==> src/rtl/div5_seq_ctrl.sv <==
// div5_seq_ctrl: sequential controller for an unsigned 5-bit restoring divider.
// One trial subtraction per clock on a shared 5-bit ripple add/sub datapath
// (subtract mode: in_c=1, B inverted, carry-in 1); results after WIDTH iterations.
//
// Ports:
//   clk        rising-edge clock
//   reset_n    asynchronous active-low reset
//   start      division request, sampled only in IDLE
//   dividend   unsigned dividend, latched on accepted start
//   divisor    unsigned divisor, latched on accepted start
//   busy       high from accept until the done cycle ends
//   done       one-cycle pulse, quotient/remainder valid
//   quotient   registered quotient, held until next accepted start
//   remainder  registered remainder, held until next accepted start
//   err        divide-by-zero flag
//
// Optional feature macro: DIV5_ZERO_TRAP_EN
//   defined   : divisor 0 skips RUN, done one cycle after accept, err=1 with done
//   undefined : err tied 0, divisor 0 runs the normal algorithm (quotient 31)
module div5_seq_ctrl #(
    parameter int unsigned WIDTH = 5
) (
    input  logic             clk,
    input  logic             reset_n,
    input  logic             start,
    input  logic [WIDTH-1:0] dividend,
    input  logic [WIDTH-1:0] divisor,
    output logic             busy,
    output logic             done,
    output logic [WIDTH-1:0] quotient,
    output logic [WIDTH-1:0] remainder,
    output logic             err
);

    localparam int unsigned CNT_W = 3;

    typedef enum logic [1:0] {
        IDLE = 2'd0,
        RUN  = 2'd1,
        DONE = 2'd2
    } state_t;

    state_t           state, state_nx;
    logic [WIDTH-1:0] q_reg, q_nx;
    logic [WIDTH-1:0] d_reg, d_nx;
    logic [WIDTH-1:0] r_reg, r_nx;
    logic [CNT_W-1:0] cnt, cnt_nx;
    logic             busy_nx, done_nx;
    logic [WIDTH-1:0] quot_nx, rem_nx;

    // shared add/sub datapath signals
    logic [WIDTH-1:0] dp_a, dp_b, dp_diff;
    logic             dp_in_c, dp_c;

    logic [WIDTH-1:0] s_val;
    logic             ok;

    // Ripple add/sub: in_c=1 inverts B and injects carry-in 1 (subtract).
    always_comb begin
        logic carry;
        logic b_eff;
        dp_diff = '0;
        carry   = dp_in_c;
        for (int i = 0; i < int'(WIDTH); i++) begin
            b_eff      = dp_b[i] ^ dp_in_c;
            dp_diff[i] = dp_a[i] ^ b_eff ^ carry;
            carry      = (dp_a[i] & b_eff) | (carry & (dp_a[i] ^ b_eff));
        end
        dp_c = carry;
    end

    // Shifted partial remainder; r_reg[MSB] is its hidden sixth bit.
    assign s_val   = {r_reg[WIDTH-2:0], q_reg[WIDTH-1]};
    assign dp_a    = s_val;
    assign dp_b    = d_reg;
    assign dp_in_c = 1'b1;
    // c=1 means no borrow; a shifted-out 1 makes S >= D regardless.
    assign ok      = r_reg[WIDTH-1] | dp_c;

`ifdef DIV5_ZERO_TRAP_EN
    logic err_nx;
`endif

    // Next-state and next-output logic.
    always_comb begin
        state_nx = state;
        q_nx     = q_reg;
        d_nx     = d_reg;
        r_nx     = r_reg;
        cnt_nx   = cnt;
        busy_nx  = busy;
        done_nx  = 1'b0;
        quot_nx  = quotient;
        rem_nx   = remainder;
`ifdef DIV5_ZERO_TRAP_EN
        err_nx   = 1'b0;
`endif
        unique case (state)
            IDLE: begin
                busy_nx = 1'b0;
                if (start) begin
                    q_nx     = dividend;
                    d_nx     = divisor;
                    r_nx     = '0;
                    cnt_nx   = '0;
                    busy_nx  = 1'b1;
                    state_nx = RUN;
`ifdef DIV5_ZERO_TRAP_EN
                    // Preload the divide-by-zero answer and skip iterations.
                    if (divisor == '0) begin
                        q_nx     = '1;
                        r_nx     = dividend;
                        state_nx = DONE;
                    end
`endif
                end
            end
            RUN: begin
                busy_nx = 1'b1;
                r_nx    = ok ? dp_diff : s_val;
                q_nx    = {q_reg[WIDTH-2:0], ok};
                cnt_nx  = cnt + CNT_W'(1);
                if (cnt == CNT_W'(WIDTH - 1)) begin
                    state_nx = DONE;
                end
            end
            DONE: begin
                busy_nx  = 1'b1;
                done_nx  = 1'b1;
                quot_nx  = q_reg;
                rem_nx   = r_reg;
`ifdef DIV5_ZERO_TRAP_EN
                err_nx   = (d_reg == '0);
`endif
                state_nx = IDLE;
            end
            default: begin
                state_nx = IDLE;
            end
        endcase
    end

    // State, operand and output registers.
    always_ff @(posedge clk or negedge reset_n) begin
        if (!reset_n) begin
            state     <= IDLE;
            q_reg     <= '0;
            d_reg     <= '0;
            r_reg     <= '0;
            cnt       <= '0;
            busy      <= 1'b0;
            done      <= 1'b0;
            quotient  <= '0;
            remainder <= '0;
        end else begin
            state     <= state_nx;
            q_reg     <= q_nx;
            d_reg     <= d_nx;
            r_reg     <= r_nx;
            cnt       <= cnt_nx;
            busy      <= busy_nx;
            done      <= done_nx;
            quotient  <= quot_nx;
            remainder <= rem_nx;
        end
    end

`ifdef DIV5_ZERO_TRAP_EN
    always_ff @(posedge clk or negedge reset_n) begin
        if (!reset_n) begin
            err <= 1'b0;
        end else begin
            err <= err_nx;
        end
    end
`else
    assign err = 1'b0;
`endif

endmodule

==> config.mk <==
export PLATFORM = sky130hd
export DESIGN_NAME = div5_seq_ctrl
export DESIGN_NICKNAME = d
export VERILOG_FILES = /design/src/rtl/div5_seq_ctrl.sv
export SDC_FILE = /design/constraint.sdc
export NUM_CORES = 1
export LEC_CHECK = 0
export CORE_MARGIN = 10
export CORE_UTILIZATION = 50
export CTS_CLUSTER_DIAMETER = 200
export CTS_CLUSTER_SIZE = 20
export DETAILED_ROUTE_END_ITERATION = 6
export PLACE_DENSITY = 0.73
export SYNTH_ARGS = -nofsm -noshare
export SYNTH_HDL_FRONTEND = slang
export SYNTH_SLANG_ARGS = --single-unit
==> constraint.sdc <==
create_clock -name clk -period 7.3 [get_ports clk]
set_input_delay 0.73 -clock clk [delete_from_list [all_inputs] [get_ports clk]]
set_output_delay 0.73 -clock clk [all_outputs]
set_load 0.01 [all_outputs]
======== Word level (Yosys, flattened, before mapping) ========
Index checks and enable logic that the tools add are counted.
storage, ports and cells
  input port bits ......................... 13
  logic and storage cells ................. 65
  flip-flop bits (word level) ............. 32
  output and inout bits ................... 13
operators by class
  muxes and demuxes ....................... 13
  bitwise logic cells ..................... 30
  reductions and logical operators ........ 7
  eq/ne operators ......................... 5
  add/subtract/negate cells ............... 1
operators with widths
  kind                                            count
  one-hot mux 5 bit (2 select lines)              2
  2-to-1 mux 5 bit                                3
  bitwise AND 1 bit                               9
  XOR 1 bit                                       9
  NOT 1 bit                                       6
  bitwise OR 1 bit                                6
  one-hot mux 3 bit (2 select lines)              1
  AND reduction 2 bit                             3
  2-to-1 mux 2 bit                                2
  != test 2 bit (second input constant)           2
  one-hot mux 2 bit (2 select lines)              1
  nonzero test 2 bit                              2
  adder 3 x 1 -> 3 bit (second input constant)    1
  == test 3 bit (second input constant)           1
  2-to-1 mux 3 bit                                1
  == test 2 x 1 -> 1 bit (second input constant)  1
  == test 2 bit (second input constant)           1
  zero test 2 bit                                 1
  2-to-1 mux 1 bit                                2
  one-hot mux 1 bit (2 select lines)              1
  OR reduction 2 bit                              1

======== Logic depth before layout (Yosys ltp) ========
Gate-level depths: netlist of the first run.
  depth after elaboration ................. 14
  gate-level depth with buffers ........... 12
  mapped depth without buffers ............ 11

======== Worst setup path before layout of the first run ========
Ideal clock, no wire load.
  path kind ............................... flip-flop to flip-flop
  start ................................... register q_reg[4]
  end ..................................... register r_reg[1]
  setup slack ............................. 4.894 ns
  setup time .............................. 0.122 ns
  clock period less this slack ............ 2.406 ns
  arrival time ............................ 2.284 ns
  stages on the path, launching flop included .. 13
  path through ............................ dfrtp_1 -> inv_1 -> ha_1 -> fa_1 -> inv_1 -> fa_1 -> fa_1 -> inv_1 -> fa_1 -> nand2b_1 -> buf_4 -> mux2i_1 -> a32o_1
between the ends
  word-level cells in the longest chain between the ends .. 13
ends and longest elaborated chain
  what                                            RTL line  RTL
  from (decl)                                     44        logic [WIDTH-1:0] q_reg, q_nx;
  from (signal assigned)                          157       q_reg <= q_nx;
  bitwise AND 1 bit or XOR 1 bit (tied branches)  67        carry = (dp_a[i] & b_eff) | (carry & (dp_a[i] ^ b_eff));
  bitwise OR 1 bit (*)                            67
  bitwise AND 1 bit                               67
  bitwise OR 1 bit                                67
  bitwise AND 1 bit                               67
  bitwise OR 1 bit                                67
  bitwise AND 1 bit                               67
  bitwise OR 1 bit                                67
  bitwise AND 1 bit                               67
  bitwise OR 1 bit                                67
  bitwise OR 1 bit                                78        assign ok = r_reg[WIDTH-1] | dp_c;
  2-to-1 mux 5 bit (*)                            120       r_nx = ok ? dp_diff : s_val;
  one-hot mux 5 bit (2 select lines) (*)          98        unique case (state)
  to (signal assigned)                            159       r_reg <= r_nx;
  to (decl)                                       46        logic [WIDTH-1:0] r_reg, r_nx;
Every way passes the cells marked *; elsewhere a longest branch is shown, timed or not.
A chain may end at the register's enable or synchronous reset.

======== Final worst setup path of the first run ========
Same ends and word-level chain as after synthesis.

==> results of run 1 <==
## logic make-up (layout without fill, tap and decap cells)
group / after synthesis / count (layout) / share of synthesized area, %
DFF: 32 / 32 / 50.7
muxes: 25 / 25 / 17.8
AOI/OAI and AO/OA: 22 / 22 / 9.75
and+or+nand+nor: 19 / 19 / 5.47
buffers and inverters: 17 / 43 / 5.39
adders and majority gates: 11 / 11 / 10.6
other: 1 / 1 / 0.237
## layer usage
layer  wire [um]  share of wire [%]  up-vias
met2        1410                 49       25
met4          60                2.1        0
met1        1250                 44      487
li1            -                  -      481
met5           0                  0        -
met3         154                5.4        7
## through the flow
| step | area, um2 | hold slack [ns] | setup slack, ns | power, W | utilization, % |
|---|---|---|---|---|---|
| 2_1_floorplan | 1580 | 0.434 | 4.89 | 0.000618 | - |
| 3_3_place_gp | 1840 | 0.461 | 4.78 | 0.000712 | 60.7 |
| 3_5_place_dp | 1840 | 0.485 | 4.66 | 0.000735 | 60.7 |
| 4_1_cts | 1880 | 0.507 | 4.64 | 0.000829 | 62.2 |
| 5_1_grt | 1880 | 0.534 | 4.49 | 0.000897 | 62.2 |
| 6_report | 1880 | 0.500 | 4.64 | 0.000816 | 62.2 |
## area by class of cell
cell class	count	area (um2)	share of cell area (%)
Clock buffer	6	41.3	2.19
Clock inverter	1	5.00	0.266
Timing Repair Buffer	25	248	13.1
Sequential cell	32	801	42.5
Tap cell	44	55.1	2.92
Multi-Input combinational cell	78	693	36.8
Inverter	11	41.3	2.19
## Yosys cell counts
cell type	n
mux2i_4	1
o21ba_2	1
buf_4	3
buf_6	1
dfrtp_1	32
a21boi_0	1
o21ai_1	6
buf_2	2
o22a_1	1
nand2b_1	4
a22o_1	1
fa_1	4
mux2_2	15
a32o_1	3
o21ai_2	2
nor2_1	1
conb_1	1
nand2_1	12
ha_1	7
nor2b_1	2
a21oi_1	1
inv_1	11
mux2i_1	9
a32oi_1	1
o21ai_0	4
o21a_1	1
## power groups by stage
stage	registers, W	logic, W	clock network (W)
final	0.000305	0.000421	0.0000900
after global routing	0.000317	0.000480	0.0000999
after CTS	0.000306	0.000428	0.0000958
after detailed placement	0.000310	0.000425	0
after global placement	0.000305	0.000407	0
after floorplan	0.000309	0.000310	0
## worst reg2reg max path: cells and delay by family, from the launching register on
family	cells	cell delay [ns]
mux	1	0.14
flops	1	0.37
buf+inv	3	0.19
simple gates	1	0.27
fa+ha+maj	5	1.31
compound gates	1	0.27
## path summary, 6_finish.rpt
kind | start | endpoint | slack (ns) | cells past startpoint
setup / recovery | q_reg[4]$_DFFE_PN0P_ | r_reg[1]$_DFFE_PN0P_ | 4.64 | 11
hold / removal | busy$_DFFE_PN0P_ | busy$_DFFE_PN0P_ | 0.50 | 2
setup reg to reg | q_reg[4]$_DFFE_PN0P_ | r_reg[1]$_DFFE_PN0P_ | 4.64 | 11
hold reg to reg | busy$_DFFE_PN0P_ | busy$_DFFE_PN0P_ | 0.50 | 2
max in group asynchronous | reset_n | cnt[2]$_DFFE_PN0P_ | 6.21 | 2
min in group asynchronous | reset_n | done$_DFF_PN0_ | 0.79 | 2
==> out/qor.csv, run 1 <==
stage;metric;value;unit
timing;Worst Tran Pin Value;0.748;ns
detailed_routing;Via density;5.08;
timing;Slew HR;50.1;%
global_routing;GRT Util Overall;10.9;%
cells_and_area;share of cells above drive strength 1;17.0;%
synth;flop and latch count out of synthesis;32;
clocking;post-CTS setup buffers;0;
power;peak supply drop;173;uV
status;status;finished clean;
synth;yosys warns;0;
detailed_routing;Vias;1000;
clocking;H-tree depth;2;
timing;Tmin final;2.66;ns
cells_and_area;Syn-to-layout area delta;19.3;%
cells_and_area;Finished Layout Cells;197;
worst_setup_path;Critical Path Max Stage Delay;0.39;ns
timing;Max Freq;0.376;GHz
global_routing;met1 Use GR;12.1;%
power;Reg power frac;37.4;%
clocking;CTS Sinks;32;
floorplanning;FP Rows;20;
place;GPL Wtd Cong;0.795;
power;clock group share of total power;11.0;%
clocking;cts hold-fix bufs;0;
clocking;CTS tree;done;
worst_setup_path;crit start category;register;
global_routing;met3 usage;3.77;%
power;internal power;0.000504;W
synth;count of cell types in the netlist;26;
timing;Final period util;36.4;%
worst_setup_path;worst-path maximum fanout;6;
place;I/O Buffers;24;
synth;post-synth top area share;50.7;%
floorplanning;# IOs;26;
synth;post-synthesis cell area;1580;um2
cells_and_area;nets;177;
clocking;Root Buffer;clkbuf_4;
detailed_routing;Avg WL per Cell;14.6;um
worst_setup_path;kind of critical path;reg2reg;
worst_setup_path;CP delay by family, top;adder cells;
global_routing;initial antenna violation count;0;
clocking;PostCTS Resize Cnt;0;
global_routing;vias in the first global route;1117;
worst_setup_path;CP Data Required Time;7.51;ns
power;Comb pwr share;51.6;%
clocking;TritonCTS Buffers;5;
synth;Synth Net Count;151;
cells_and_area;fillers;245;
synth;post-synthesis sequential area ratio;50.7;%
floorplanning;Die W;76.2;um
worst_setup_path;crit-path cells;inv_1, ha_1, fa_1, inv_1, fa_1, fa_1, inv_1, fa_1, nand2b_1, mux2i_1, a32o_1;
timing;Max Clock Skew;0.0122;ns
job;Max-Cap Viols;0;
floorplanning;Initial Util;52.1;%
cells_and_area;commonest non-fill, non-tap cell in the layout;dfrtp_1;
floorplanning;Core Region;3030;um2
power;P_leak;0.850;nW
global_routing;first-pass GRT wire length;5.18;mm
worst_setup_path;Buf+Inv Stages, Crit Path;3;
detailed_routing;Routed Antenna Nets;0;
detailed_routing;first drt pass iteration count;4;
worst_hold_path;Hold Path Class;reg2reg;
worst_setup_path;WP data arrival;2.87;ns
clocking;Worst-Skew Late Latency;0.33;ns
detailed_routing;# DRC;0;
timing;Setup TNS;0;ns
worst_setup_path;Most common cell on crit path;fa_1;
power;Net Sw Power;0.000312;W
global_routing;grt met2 use;18.2;%
clocking;Max Root-Sink Buffers;2;
worst_setup_path;CP Capture Type;register;
global_routing;layer with the highest usage;met2;
detailed_routing;DR iter-0 viols;37;
floorplanning;Die H;76.2;um
power;switch share;38.2;%
floorplanning;die area;5810;um2
global_routing;total grt overflow;0;
place;hpwl dp;2.17;mm
power;power density over cell area;433;nW/um2
synth;Cells after Synth;127;
cells_and_area;most frequent cells in the layout;dfrtp_1 (32), clkdlybuf4s50_1 (24), mux2_2 (15);
synth;leading area contributor after synthesis;dfrtp_1;
timing;Slew Limit Fails;0;
synth;synth top area cells;dfrtp_1 (51%), mux2_2 (11%), mux2i_1 (5.7%), ha_1 (5.5%), fa_1 (5.1%);
global_routing;largest net degree at the start of global routing;33;
detailed_routing;final wirelength;2.88;mm
timing;final hold vios;0;
synth;average size of a mapped cell;12.4;um2
timing;Setup Viol. Count Final;0;
worst_setup_path;critical path's slowest cell;fa_1;
timing;RSZ-0062 raised after global routing;no;
clocking;Reg clk slew, reported paths;0.09;ns
cells_and_area;n_diodes;0;
place;placed cells;190;
Power figures use the tool's default switching activity.
==> run 2: changes to the inputs <==
==> constraint.sdc (replaced) <==
create_clock -name clk -period 2.7 [get_ports clk]
set_input_delay 0.27 -clock clk [delete_from_list [all_inputs] [get_ports clk]]
set_output_delay 0.27 -clock clk [all_outputs]
set_load 0.01 [all_outputs]
==> run 2 against run 1 <==
Clock-buffer cell count did not move. Die area unchanged. Clock power rose to 2.7 times the previous value. Sequential share of layout area shrank 0.34 points. Sequential power rose to 2.7 times the previous value. Critical path type unchanged.
==> out/qor.csv, run 2 (same netlist as run 1, synthesis figures left out) <==
stage;metric;value;unit
worst_setup_path;kind of critical path;reg2reg;
worst_setup_path;CP delay by family, top;adder cells;
floorplanning;Die W;76.2;um
power;power density over cell area;1180;nW/um2
clocking;Reg clk slew, reported paths;0.09;ns
detailed_routing;Routed Antenna Nets;0;
power;Reg power frac;36.8;%
clocking;H-tree depth;2;
cells_and_area;Syn-to-layout area delta;20.3;%
clocking;CTS tree;done;
cells_and_area;most frequent cells in the layout;dfrtp_1 (32), clkdlybuf4s50_1 (24), mux2_2 (15);
cells_and_area;fin area;1900;um2
power;Tot Pwr;0.00223;W
power;peak supply drop;495;uV
global_routing;largest net degree at the start of global routing;33;
place;I/O Buffers;24;
floorplanning;Initial Util;52.1;%
detailed_routing;first drt pass iteration count;4;
clocking;Max Root-Sink Buffers;2;
detailed_routing;DR iter-0 viols;35;
worst_setup_path;Critical Path Max Stage Delay;0.40;ns
worst_hold_path;Hold Path Class;in2async;
cells_and_area;share of cells above drive strength 1;18.2;%
cells_and_area;n_diodes;0;
clocking;cts hold-fix bufs;0;
power;P_leak;0.858;nW
timing;Final period util;95.1;%
power;switch share;38.3;%
cells_and_area;commonest non-fill, non-tap cell in the layout;dfrtp_1;
power;clock group share of total power;11.0;%
worst_setup_path;worst-path maximum fanout;6;
place;hpwl dp;2.16;mm
clocking;TritonCTS Buffers;5;
worst_setup_path;WP data arrival;2.79;ns
timing;Setup TNS;0;ns
detailed_routing;Vias;994;
worst_setup_path;crit-path cells;inv_1, ha_1, fa_1, inv_1, fa_1, fa_1, inv_1, fa_1, nand2b_4, mux2i_1, a32o_1;
timing;Max Freq;0.389;GHz
worst_setup_path;crit start category;register;
place;GPL Wtd Cong;0.793;
floorplanning;FP Rows;20;
floorplanning;Core Region;3030;um2
clocking;CTS Sinks;32;
detailed_routing;final wirelength;2.91;mm
timing;RSZ-0062 raised after global routing;no;
floorplanning;die area;5810;um2
clocking;Worst-Skew Late Latency;0.34;ns
timing;Worst Tran Pin Value;0.586;ns
global_routing;total grt overflow;0;
place;DP Worst Slack;0.0702;ns
power;Comb pwr share;52.2;%
timing;Max Clock Skew;0.0112;ns
global_routing;GRT Util Overall;10.7;%
timing;final hold vios;0;
clocking;Root Buffer;clkbuf_4;
job;Max-Cap Viols;0;
power;Net Sw Power;0.000855;W
floorplanning;# IOs;26;
timing;Setup Viol. Count Final;0;
worst_setup_path;critical path's slowest cell;dfrtp_1;
worst_setup_path;Most common cell on crit path;fa_1;
cells_and_area;fillers;263;
timing;Slew HR;60.1;%
timing;Slew Limit Fails;0;
worst_setup_path;Buf+Inv Stages, Crit Path;3;
global_routing;vias in the first global route;1067;
detailed_routing;Avg WL per Cell;14.7;um
timing;Tmin final;2.57;ns
global_routing;first-pass GRT wire length;5.02;mm
place;cell area after placement;1850;um2
status;status;finished clean;
floorplanning;Die H;76.2;um
power;internal power;0.00138;W
cells_and_area;nets;178;
detailed_routing;Via density;5.02;
worst_setup_path;CP Capture Type;register;
worst_setup_path;CP Data Required Time;2.92;ns
timing;Worst Slack Setup Final;0.131;ns
detailed_routing;# DRC;0;
global_routing;initial antenna violation count;0;
clocking;post-CTS setup buffers;0;
[run 2: power groups by stage]
stage	logic, W	registers [W]	clock network, W
after global placement	0.00111	0.000824	0
after detailed placement	0.00117	0.000834	0
after global routing	0.00131	0.000850	0.000277
final	0.00117	0.000821	0.000245
after floorplan	0.000837	0.000835	0
after CTS	0.00117	0.000824	0.000261
[run 2: stage by stage]
stage	hold slack (ns)	instances	utilization (%)
global placement	0.462	191	61.0
detailed placement	0.485	191	61.0
global route	0.341	198	62.7
CTS	0.325	198	62.5
finish	0.327	198	62.7
floorplan	-0.0256	127	-
[run 2: final timing paths]
| kind | start | endpoint | slack [ns] | cells after the start |
|---|---|---|---|---|
| worst min-delay path | reset_n | busy$_DFFE_PN0P_ | 0.33 | 2 |
| worst max register to register | q_reg[4]$_DFFE_PN0P_ | r_reg[1]$_DFFE_PN0P_ | 0.13 | 11 |
| min in group clk | busy$_DFFE_PN0P_ | busy$_DFFE_PN0P_ | 0.50 | 2 |
| worst min register to register | busy$_DFFE_PN0P_ | busy$_DFFE_PN0P_ | 0.50 | 2 |
| worst max-delay path | q_reg[4]$_DFFE_PN0P_ | r_reg[1]$_DFFE_PN0P_ | 0.13 | 11 |
| max in group asynchronous | reset_n | cnt[2]$_DFFE_PN0P_ | 2.08 | 2 |
[run 2: layout make-up]
cell class                      count  area, um2  area share, %
Clock buffer                        6       41.3           2.17
Clock inverter                      1       5.00          0.264
Inverter                           11       41.3           2.17
Multi-Input combinational cell     78        701           36.9
Sequential cell                    32        801           42.2
Tap cell                           44       55.1           2.90
Timing Repair Buffer               26        255           13.4
[run 2: worst register-to-register path, cell delays in order (launching register included)]
cell and delay, ns:
dfrtp_1 0.40, inv_1 0.10, ha_1 0.17, fa_1 0.16, inv_1 0.05, fa_1 0.38, fa_1 0.37, inv_1 0.07
fa_1 0.25, nand2b_4 0.11, mux2i_1 0.14, a32o_1 0.26
[run 2: what timing repair did]
item | in CTS | in global routing
endpoints found under the hold margin | 0 | 0
resized for setup | 0 | 2
endpoints found under the setup margin | 0 | 6
[run 2: metal layers]
layer	GRT usage [%]	up-vias	share of wire, %
li1	-	483	-
met5	0	-	0
met2	16.7	23	47
met3	4.60	5	4.5
met4	4.46	0	1.8
met1	12.5	483	47
